==> src/rtl/wed_receiver.sv <==
// Captures the WED cache-line beats for the outstanding tag and checks the closing response.
// Optional parity checking of tags and data is enabled by defining WED_PARITY_CHECK_EN.
module wed_receiver #(
   parameter int         NUM_BEATS = 2,
   parameter logic [7:0] DONE_CODE = 8'h00
) (
   input  logic                     clock,
   input  logic                     reset,
   input  logic                     start,
   input  logic [7:0]               exp_tag,
   input  logic                     ha_bwvalid,
   input  logic [7:0]               ha_bwtag,
   input  logic                     ha_bwtagpar,
   input  logic [5:0]               ha_bwad,
   input  logic [511:0]             ha_bwdata,
   input  logic [7:0]               ha_bwpar,
   input  logic                     ha_rvalid,
   input  logic [7:0]               ha_rtag,
   input  logic                     ha_rtagpar,
   input  logic [7:0]               ha_response,
   output logic [512*NUM_BEATS-1:0] wed_data,
   output logic                     wed_valid,
   output logic                     busy,
   output logic                     error,
   output logic [2:0]               err_code,
   output logic [7:0]               resp_code
);

   typedef enum logic [1:0] {S_IDLE, S_WAIT, S_DONE, S_ERROR} state_t;

   localparam logic [5:0]           LP_NUM_BEATS = 6'(NUM_BEATS);
   localparam logic [NUM_BEATS-1:0] LP_FULL_MASK = '1;

   state_t                   r_state, w_state_nxt;
   logic [7:0]               r_tag;
   logic [NUM_BEATS-1:0]     r_mask, w_mask_nxt;
   logic [2:0]               r_err_code, w_err_nxt;
   logic                     r_wed_valid, w_wed_valid_nxt;
   logic [7:0]               r_resp_code;
   logic [512*NUM_BEATS-1:0] r_wed_data;

   logic w_bw_match, w_rsp_match, w_bad_ad, w_wr_beat;
   logic w_bw_par_err, w_rsp_par_err;

   // A start in the same cycle restarts the capture, so it masks any bus activity.
   assign w_bw_match  = (r_state == S_WAIT) && !start && ha_bwvalid && (ha_bwtag == r_tag);
   assign w_rsp_match = (r_state == S_WAIT) && !start && ha_rvalid && (ha_rtag == r_tag);
   assign w_bad_ad    = w_bw_match && (ha_bwad >= LP_NUM_BEATS);

`ifdef WED_PARITY_CHECK_EN
   logic [7:0] w_slice_bad;
   always_comb begin
      for (int i = 0; i < 8; i++) begin
         w_slice_bad[i] = (ha_bwpar[i] != ~^ha_bwdata[64*i +: 64]);
      end
   end
   assign w_bw_par_err  = w_bw_match && ((ha_bwtagpar != ~^ha_bwtag) || (|w_slice_bad));
   assign w_rsp_par_err = w_rsp_match && (ha_rtagpar != ~^ha_rtag);
`else
   logic w_unused_par;
   assign w_unused_par  = ^{ha_bwtagpar, ha_bwpar, ha_rtagpar};
   assign w_bw_par_err  = 1'b0;
   assign w_rsp_par_err = 1'b0;
`endif

   assign w_wr_beat = w_bw_match && !w_bw_par_err && !w_bad_ad;

   always_ff @(posedge clock) begin
      if (reset) begin
         r_state <= S_IDLE;
      end else begin
         r_state <= w_state_nxt;
      end
   end

   // The beat is folded into the mask before the response is judged.
   always_comb begin
      w_state_nxt     = r_state;
      w_mask_nxt      = r_mask;
      w_err_nxt       = r_err_code;
      w_wed_valid_nxt = 1'b0;
      if (start) begin
         w_state_nxt = S_WAIT;
         w_mask_nxt  = '0;
         w_err_nxt   = 3'd0;
      end else if (r_state == S_WAIT) begin
         for (int k = 0; k < NUM_BEATS; k++) begin
            if (w_wr_beat && (ha_bwad == 6'(k))) begin
               w_mask_nxt[k] = 1'b1;
            end
         end
         if (w_bw_par_err || w_rsp_par_err) begin
            w_state_nxt = S_ERROR;
            w_err_nxt   = 3'd2;
         end else if (w_bad_ad) begin
            w_state_nxt = S_ERROR;
            w_err_nxt   = 3'd3;
         end else if (w_rsp_match) begin
            if (ha_response != DONE_CODE) begin
               w_state_nxt = S_ERROR;
               w_err_nxt   = 3'd1;
            end else if (w_mask_nxt == LP_FULL_MASK) begin
               w_state_nxt     = S_DONE;
               w_wed_valid_nxt = 1'b1;
            end else begin
               w_state_nxt = S_ERROR;
               w_err_nxt   = 3'd4;
            end
         end
      end
   end

   always_ff @(posedge clock) begin
      if (reset) begin
         r_tag       <= 8'd0;
         r_mask      <= '0;
         r_err_code  <= 3'd0;
         r_wed_valid <= 1'b0;
         r_resp_code <= 8'd0;
         r_wed_data  <= '0;
      end else begin
         r_mask      <= w_mask_nxt;
         r_err_code  <= w_err_nxt;
         r_wed_valid <= w_wed_valid_nxt;
         if (start) begin
            r_tag <= exp_tag;
         end
         if (w_rsp_match) begin
            r_resp_code <= ha_response;
         end
         for (int k = 0; k < NUM_BEATS; k++) begin
            if (w_wr_beat && (ha_bwad == 6'(k))) begin
               r_wed_data[512*k +: 512] <= ha_bwdata;
            end
         end
      end
   end

   assign wed_data  = r_wed_data;
   assign wed_valid = r_wed_valid;
   assign busy      = (r_state == S_WAIT);
   assign error     = (r_state == S_ERROR);
   assign err_code  = r_err_code;
   assign resp_code = r_resp_code;

endmodule

==> config.mk <==
export PLATFORM = sky130hd
export DESIGN_NAME = wed_receiver
export DESIGN_NICKNAME = d
export VERILOG_FILES = /design/src/rtl/wed_receiver.sv
export SDC_FILE = /design/constraint.sdc
export NUM_CORES = 2
export LEC_CHECK = 0
export CAP_MARGIN = 20
export CELL_PAD_IN_SITES_DETAIL_PLACEMENT = 0
export CELL_PAD_IN_SITES_GLOBAL_PLACEMENT = 1
export CORE_AREA = 2 2 627 629
export CTS_BUF_LIST = sky130_fd_sc_hd__clkbuf_8
export DETAILED_ROUTE_END_ITERATION = 8
export DIE_AREA = 0 0 629 631
export GPL_TIMING_DRIVEN = 0
export PLACE_DENSITY = 0.41
export RECOVER_POWER = 100
export SYNTH_ARGS = -nofsm -noshare
export SYNTH_HDL_FRONTEND = slang
export SYNTH_SLANG_ARGS = --single-unit
==> constraint.sdc <==
create_clock -name clock -period 1.9 [get_ports clock]
set_input_delay 0.38 -clock clock [delete_from_list [all_inputs] [get_ports clock]]
set_output_delay 0.38 -clock clock [all_outputs]
set_load 0.005 [all_outputs]
# After elaboration in Yosys (flattened, before gate mapping)
# Cells that the tools add are included.
[word_totals]
register_bits = 1048
latchBits = 0
ram_bits = 0
romBits = 0
inputBits = 565
word_cells = 57
memories = 0
[classes]
addsub = 0
mul = 0
div = 0
n_lt_le_gt_ge = 1
n_eq_ne = 7
shift = 0
mux = 17
n_bitwise = 2
n_reduce_logical = 21
[ops]
columns = ["cell", "count"]
rows = [
  ["8-bit equality test", 2],
  ["3-bit 2-to-1 mux", 4],
  ["1-bit 2-to-1 mux", 11],
  ["1-bit logical AND", 9],
  ["8-bit nonzero test", 1],
  ["6-bit by 1-bit equality test with 1-bit output, second input constant", 1],
  ["6-bit by 2-bit >= comparator with 1-bit output, second input constant", 1],
  ["6-bit logical NOT", 1],
  ["6-bit OR reduction", 1],
  ["2-bit equality test, second input constant", 2],
  ["2-bit 2-to-1 mux", 2],
  ["2-bit AND reduction", 2],
  ["2-bit nonzero test", 2],
  ["3-bit inequality test, second input constant", 1],
  ["3-bit AND reduction", 1],
  ["3-bit nonzero test", 1],
  ["2-bit by 1-bit equality test with 1-bit output, second input constant", 1],
  ["1-bit logical NOT", 2],
  ["1-bit inverter", 2],
  ["2-bit OR reduction", 1],
]

# Depth between registers and ports, before layout
[logic_depth]
ltp_word = 18
ltp_mapped = 9
depth_no_buf = 6

# Worst setup path after synthesis
# No wires, ideal clock.
[synth_path]
path_type = "input -> register"
from = "input ha_bwad[4]"
to = "register r_wed_data[544] (netlist: wed_data[544])"
arrival_ns = 1.824
required_ns = 1.830
path_slack_ns = 0.006
path_stages = 9
n_path_buf = 4
path_cell_list = "nor4_2 > and2_1 > buf_2 > and4_1 > buf_2 > buf_2 > buf_2 > nand2_1 > a21oi_1"
[synth_via]
elab_chain_cells = 5
[synth_lines]
columns = ["element", "line", "text"]
rows = [
  ["from (decl)", "14", "input logic [5:0] ha_bwad,"],
  ["6-bit by 2-bit >= comparator with 1-bit output", "48", "assign w_bad_ad = w_bw_match && (ha_bwad >= LP_NUM_BEATS);"],
  ["1-bit logical AND", "48", ""],
  ["1-bit logical NOT", "66", "assign w_wr_beat = w_bw_match && !w_bw_par_err && !w_bad_ad;"],
  ["1-bit logical AND", "66", ""],
  ["1-bit logical AND (*)", "132", "if (w_wr_beat && (ha_bwad == 6'(k))) begin"],
  ["to (signal, indexed assignment)", "133", "r_wed_data[512*k +: 512] <= ha_bwdata;"],
  ["to (decl)", "40", "logic [512*NUM_BEATS-1:0] r_wed_data;"],
]
# Every way passes the cells marked *; elsewhere a longest branch is shown, timed or not.
# A chain may end at the register's enable or synchronous reset.

# Worst setup path in the final report
[layout_path]
from = "register r_tag[3]"
to = "register r_wed_data[795] (netlist: wed_data[795])"
[layout_via]
elab_chain_cells = 6
[layout_lines]
columns = ["element", "line", "text"]
rows = [
  ["from (decl)", "35", "logic [7:0] r_tag;"],
  ["from (signal assigned)", "126", "r_tag <= exp_tag;"],
  ["8-bit equality test (*)", "46", "assign w_bw_match = (r_state == S_WAIT) && !start && ha_bwvalid && (ha_bwtag == r_tag);"],
  ["1-bit logical AND (*)", "46", ""],
  ["1-bit logical AND", "48", ""],
  ["1-bit logical NOT", "66", ""],
  ["1-bit logical AND (*)", "66", ""],
  ["1-bit logical AND (*)", "132", ""],
]
# Marks and branches as above.

==> results.yml <==
timing:
  tns_ns: -453.67
  whs_ns: 0.128
  worst_slew_pin_slew_ns: 1.10
  finalMaxSlewViolations: 0
  finClkSkew_ns: 0.0698
  relSlewSlack_pct: 26.4
  hold_viol: 0
  setup_ws_ns: -0.439
  setup_violations: 2061
  timing.final.crit_share_pct: 123
  rsz0062_at_grt: "yes"
  maxClockFrequency_mhz: 428
  min_period_ns: 2.34
clocking:
  cts-root-buf: "clkbuf_8"
  cts_num_sinks: 1048
  clkTransAtPathRegs_ns: 0.06
  numCtsBuffers: 218
  htreeDepth: 4
  insertion_delay_ns: 1.01
  tritoncts: "yes"
  clock_path_buffers: 4
power:
  swShare_pct: 26.5
  cellLeakagePower_uw: 0.0278
  seqPwrFrac_pct: 43.5
  p_sw_uw: 13400
  power_frac_clock_pct: 49.3
  p_int_uw: 37100
  irDropWorstVdd_mv: 0.464
  powerDensity_nw_per_um2: 727
  p_comb_share_pct: 7.2
  total_power_uw: 50500
routing:
  num_vias: 41635
  avgViaCountPerCell: 3.39
  wl_um: 310000
  drc: 0
  drt_iter0_markers: 2101
  first_pass_iters: 6
  wl_per_cell_um: 25.2
  final_antenna_net_count: 0
run_status:
  violations: "setup timing"
  status: "complete, but fails checks"
yosys:
  avgSynthCellArea_um2: 7.92
  synthesis.area_um2: 36200
  synth.distinct_cells: 36
  ys_ff_latch: 1048
  synth_fp_nets: 5138
  syn_inst: 4573
  synth-seq-area-share_pct: 57.9
  ys_warn_count: 0
critical_path:
  path_cells: "xnor2_4, nand4_4, nor3_4, buf_4, nand3_4, buf_16, clkbuf_16, clkbuf_16, buf_12, nand2_1, a21oi_1"
  critPathArrivalTime_ns: 3.14
  crit_type: "flip-flop to flip-flop"
  required_ns: 2.70
  critPathCaptureType: "flip-flop"
  slowest_delay_ns: 0.39
  cp_slowest_cell: "dfxtp_2"
  worstSetupStartpointType: "flip-flop"
  critical_path.most_common_cell: "clkbuf_16"
  crit_fanout: 5
global_routing:
  antenna_found_initial: 50
  grt_pass1_wl_um: 399000
  gr-total-overflow: 0
  grt_start_max_net_pins: 18
  grt_usage_pct: 14.8
  grt_pass1_vias: 41810
final_layout:
  syn_to_final_growth_pct: 91.7
  fillers: 44502
  fin_nets: 7465
  final_cell_mix: "nand2_1, a21oi_1, dfxtp_1"
  final_common_cell: "nand2_1"
  final_cells: 12295
  post-route-util_pct: 17.8
  final_layout_size_suffix_gt1_share_pct: 11.7
placement:
  place.gp.congestion: 0.870
  dpl.cell_count: 11406
  hpwl_um: 257000
  port_buffers: 1591
min_path:
  min_path_type: "primary input to flip-flop"
job:
  cap_violations: 0
floorplanning:
  ioPinCount: 1603
  num_rows: 230
  die_y_um: 631
  die_area_um2: 397000
  die_w_um: 629
  core-area_um2: 391000
  start_util_pct: 9.27
-- final timing paths --
check | start | endpoint | slack [ns] | cells after the start
worst max-delay path | r_tag[3] | wed_data[795] | -0.44 | 11
worst min-delay path | ha_bwdata[341] | wed_data[341] | 0.13 | 3
worst max register to register | r_tag[3] | wed_data[795] | -0.44 | 11
worst min register to register | wed_data[128] | wed_data[128] | 0.45 | 2
-- metrics by stage --
stage               instance area, um^2  setup WS, ns
floorplan                         36200       0.00558
global placement                  58700         -4.39
detailed placement                59100         -2.76
CTS                               68400        -0.487
global route                      69400        -0.568
finish                            69400        -0.439
-- layer usage --
| metal | global-route usage [%] | vias up | wire length, um |
|---|---|---|---|
| met1 | 16.2 | 20354 | 118000 |
| met4 | 2.68 | 24 | 5840 |
| met2 | 28.6 | 1422 | 168000 |
| li1 | - | 19496 | - |
| met3 | 3.62 | 339 | 18600 |
| met5 | 0 | - | 147 |
-- sequential cells by signal, indices dropped and copies added (netlist names) --
| name | count |
|---|---|
| r_tag | 8 |
| wed_data | 1024 |
| r_state | 2 |
| err_code | 3 |
| wed_valid | 1 |
| resp_code | 8 |
| r_mask | 2 |
-- synthesized netlist by cell type --
| master | n | area (um^2) |
|---|---|---|
| o211a_1 | 1 | 10.0 |
| buf_2 | 33 | 165 |
| nand4b_1 | 2 | 17.5 |
| nand2_1 | 2051 | 7700 |
| nor4_2 | 1 | 12.5 |
| nor3_2 | 1 | 10.0 |
| clkbuf_1 | 230 | 863 |
| mux2i_1 | 16 | 160 |
| xnor2_1 | 8 | 70.1 |
| nor4bb_1 | 1 | 10.0 |
| buf_4 | 76 | 571 |
| and3_1 | 2 | 12.5 |
| a221oi_1 | 1 | 8.76 |
| and2_1 | 3 | 18.8 |
| buf_1 | 1 | 3.75 |
| o21a_1 | 3 | 22.5 |
| dfxtp_1 | 1048 | 21000 |
| nor4_1 | 8 | 50.1 |
| nor3b_2 | 1 | 12.5 |
| a21boi_0 | 1 | 7.51 |
| o21ai_0 | 1 | 5.00 |
| o31a_1 | 1 | 8.76 |
| o31ai_1 | 1 | 7.51 |
| nor4b_1 | 2 | 17.5 |
| nand3_1 | 5 | 25.0 |
| a21oi_1 | 1027 | 5140 |
| buf_6 | 5 | 56.3 |
| nand4_1 | 4 | 25.0 |
| inv_1 | 3 | 11.3 |
| and4_1 | 4 | 35.0 |
| xor2_1 | 8 | 70.1 |
| nor2b_1 | 1 | 6.26 |
| a31oi_1 | 1 | 6.26 |
| nor2_1 | 20 | 75.1 |
| o211ai_1 | 1 | 7.51 |
| nand4_2 | 1 | 12.5 |
-- cell type report --
| class | instances | area, um^2 | share of cell area [%] |
|---|---|---|---|
| Clock buffer | 269 | 3700 | 5.33 |
| Antenna cell | 16 | 40.0 | 0.0577 |
| Tap cell | 5220 | 6530 | 9.41 |
| Timing Repair Buffer | 2109 | 20500 | 29.5 |
| Sequential cell | 1048 | 21100 | 30.4 |
| Buffer | 343 | 2910 | 4.19 |
| Inverter | 3 | 11.3 | 0.0162 |
| Multi-Input combinational cell | 3177 | 13900 | 20.1 |
| Clock inverter | 110 | 653 | 0.941 |
-- cell families (layout without fill, tap and decap cells) --
group	count (synthesis)	count (layout)	share of synthesized area [%]
AOI/OAI and AO/OA	1038	1038	14.4
xor gates and xnor gates	16	16	0.387
buffers and inverters	348	2834	4.61
DFF	1048	1048	57.9
muxes	16	16	0.442
other	0	16	0
and+or+nand+nor	2107	2107	22.2
-- critical path: cells and delay by family (launching register included) --
family                 cells  cell delay, ns
flip-flops                 1            0.39
AND/OR/NAND/NOR            4            0.62
buffers and inverters      5            0.84
AO/OA/AOI/OAI              1            0.05
XOR/XNOR                   1            0.15
-- power groups by stage --
stage	Sequential (uW)	Combinational (uW)	Clock, uW
2_1_floorplan	22500	396	0
3_3_place_gp	22500	2780	0
3_5_place_dp	22500	2820	0
4_1_cts	22000	3750	26000
5_1_grt	22000	3820	26800
6_report	22000	3640	24900
-- what timing repair did --
| action | CTS | global route |
|---|---|---|
| pin swaps | 21 | 11 |
| gates resized for setup | 1601 | 224 |
| cloned | 7 | 14 |
| setup buffers | 36 | 7 |
| endpoints found under the setup margin | 2085 | 2084 |
| hold buffers | 432 | 0 |
| endpoints found under the hold margin | 784 | 0 |
Power figures use the tool's default switching activity.
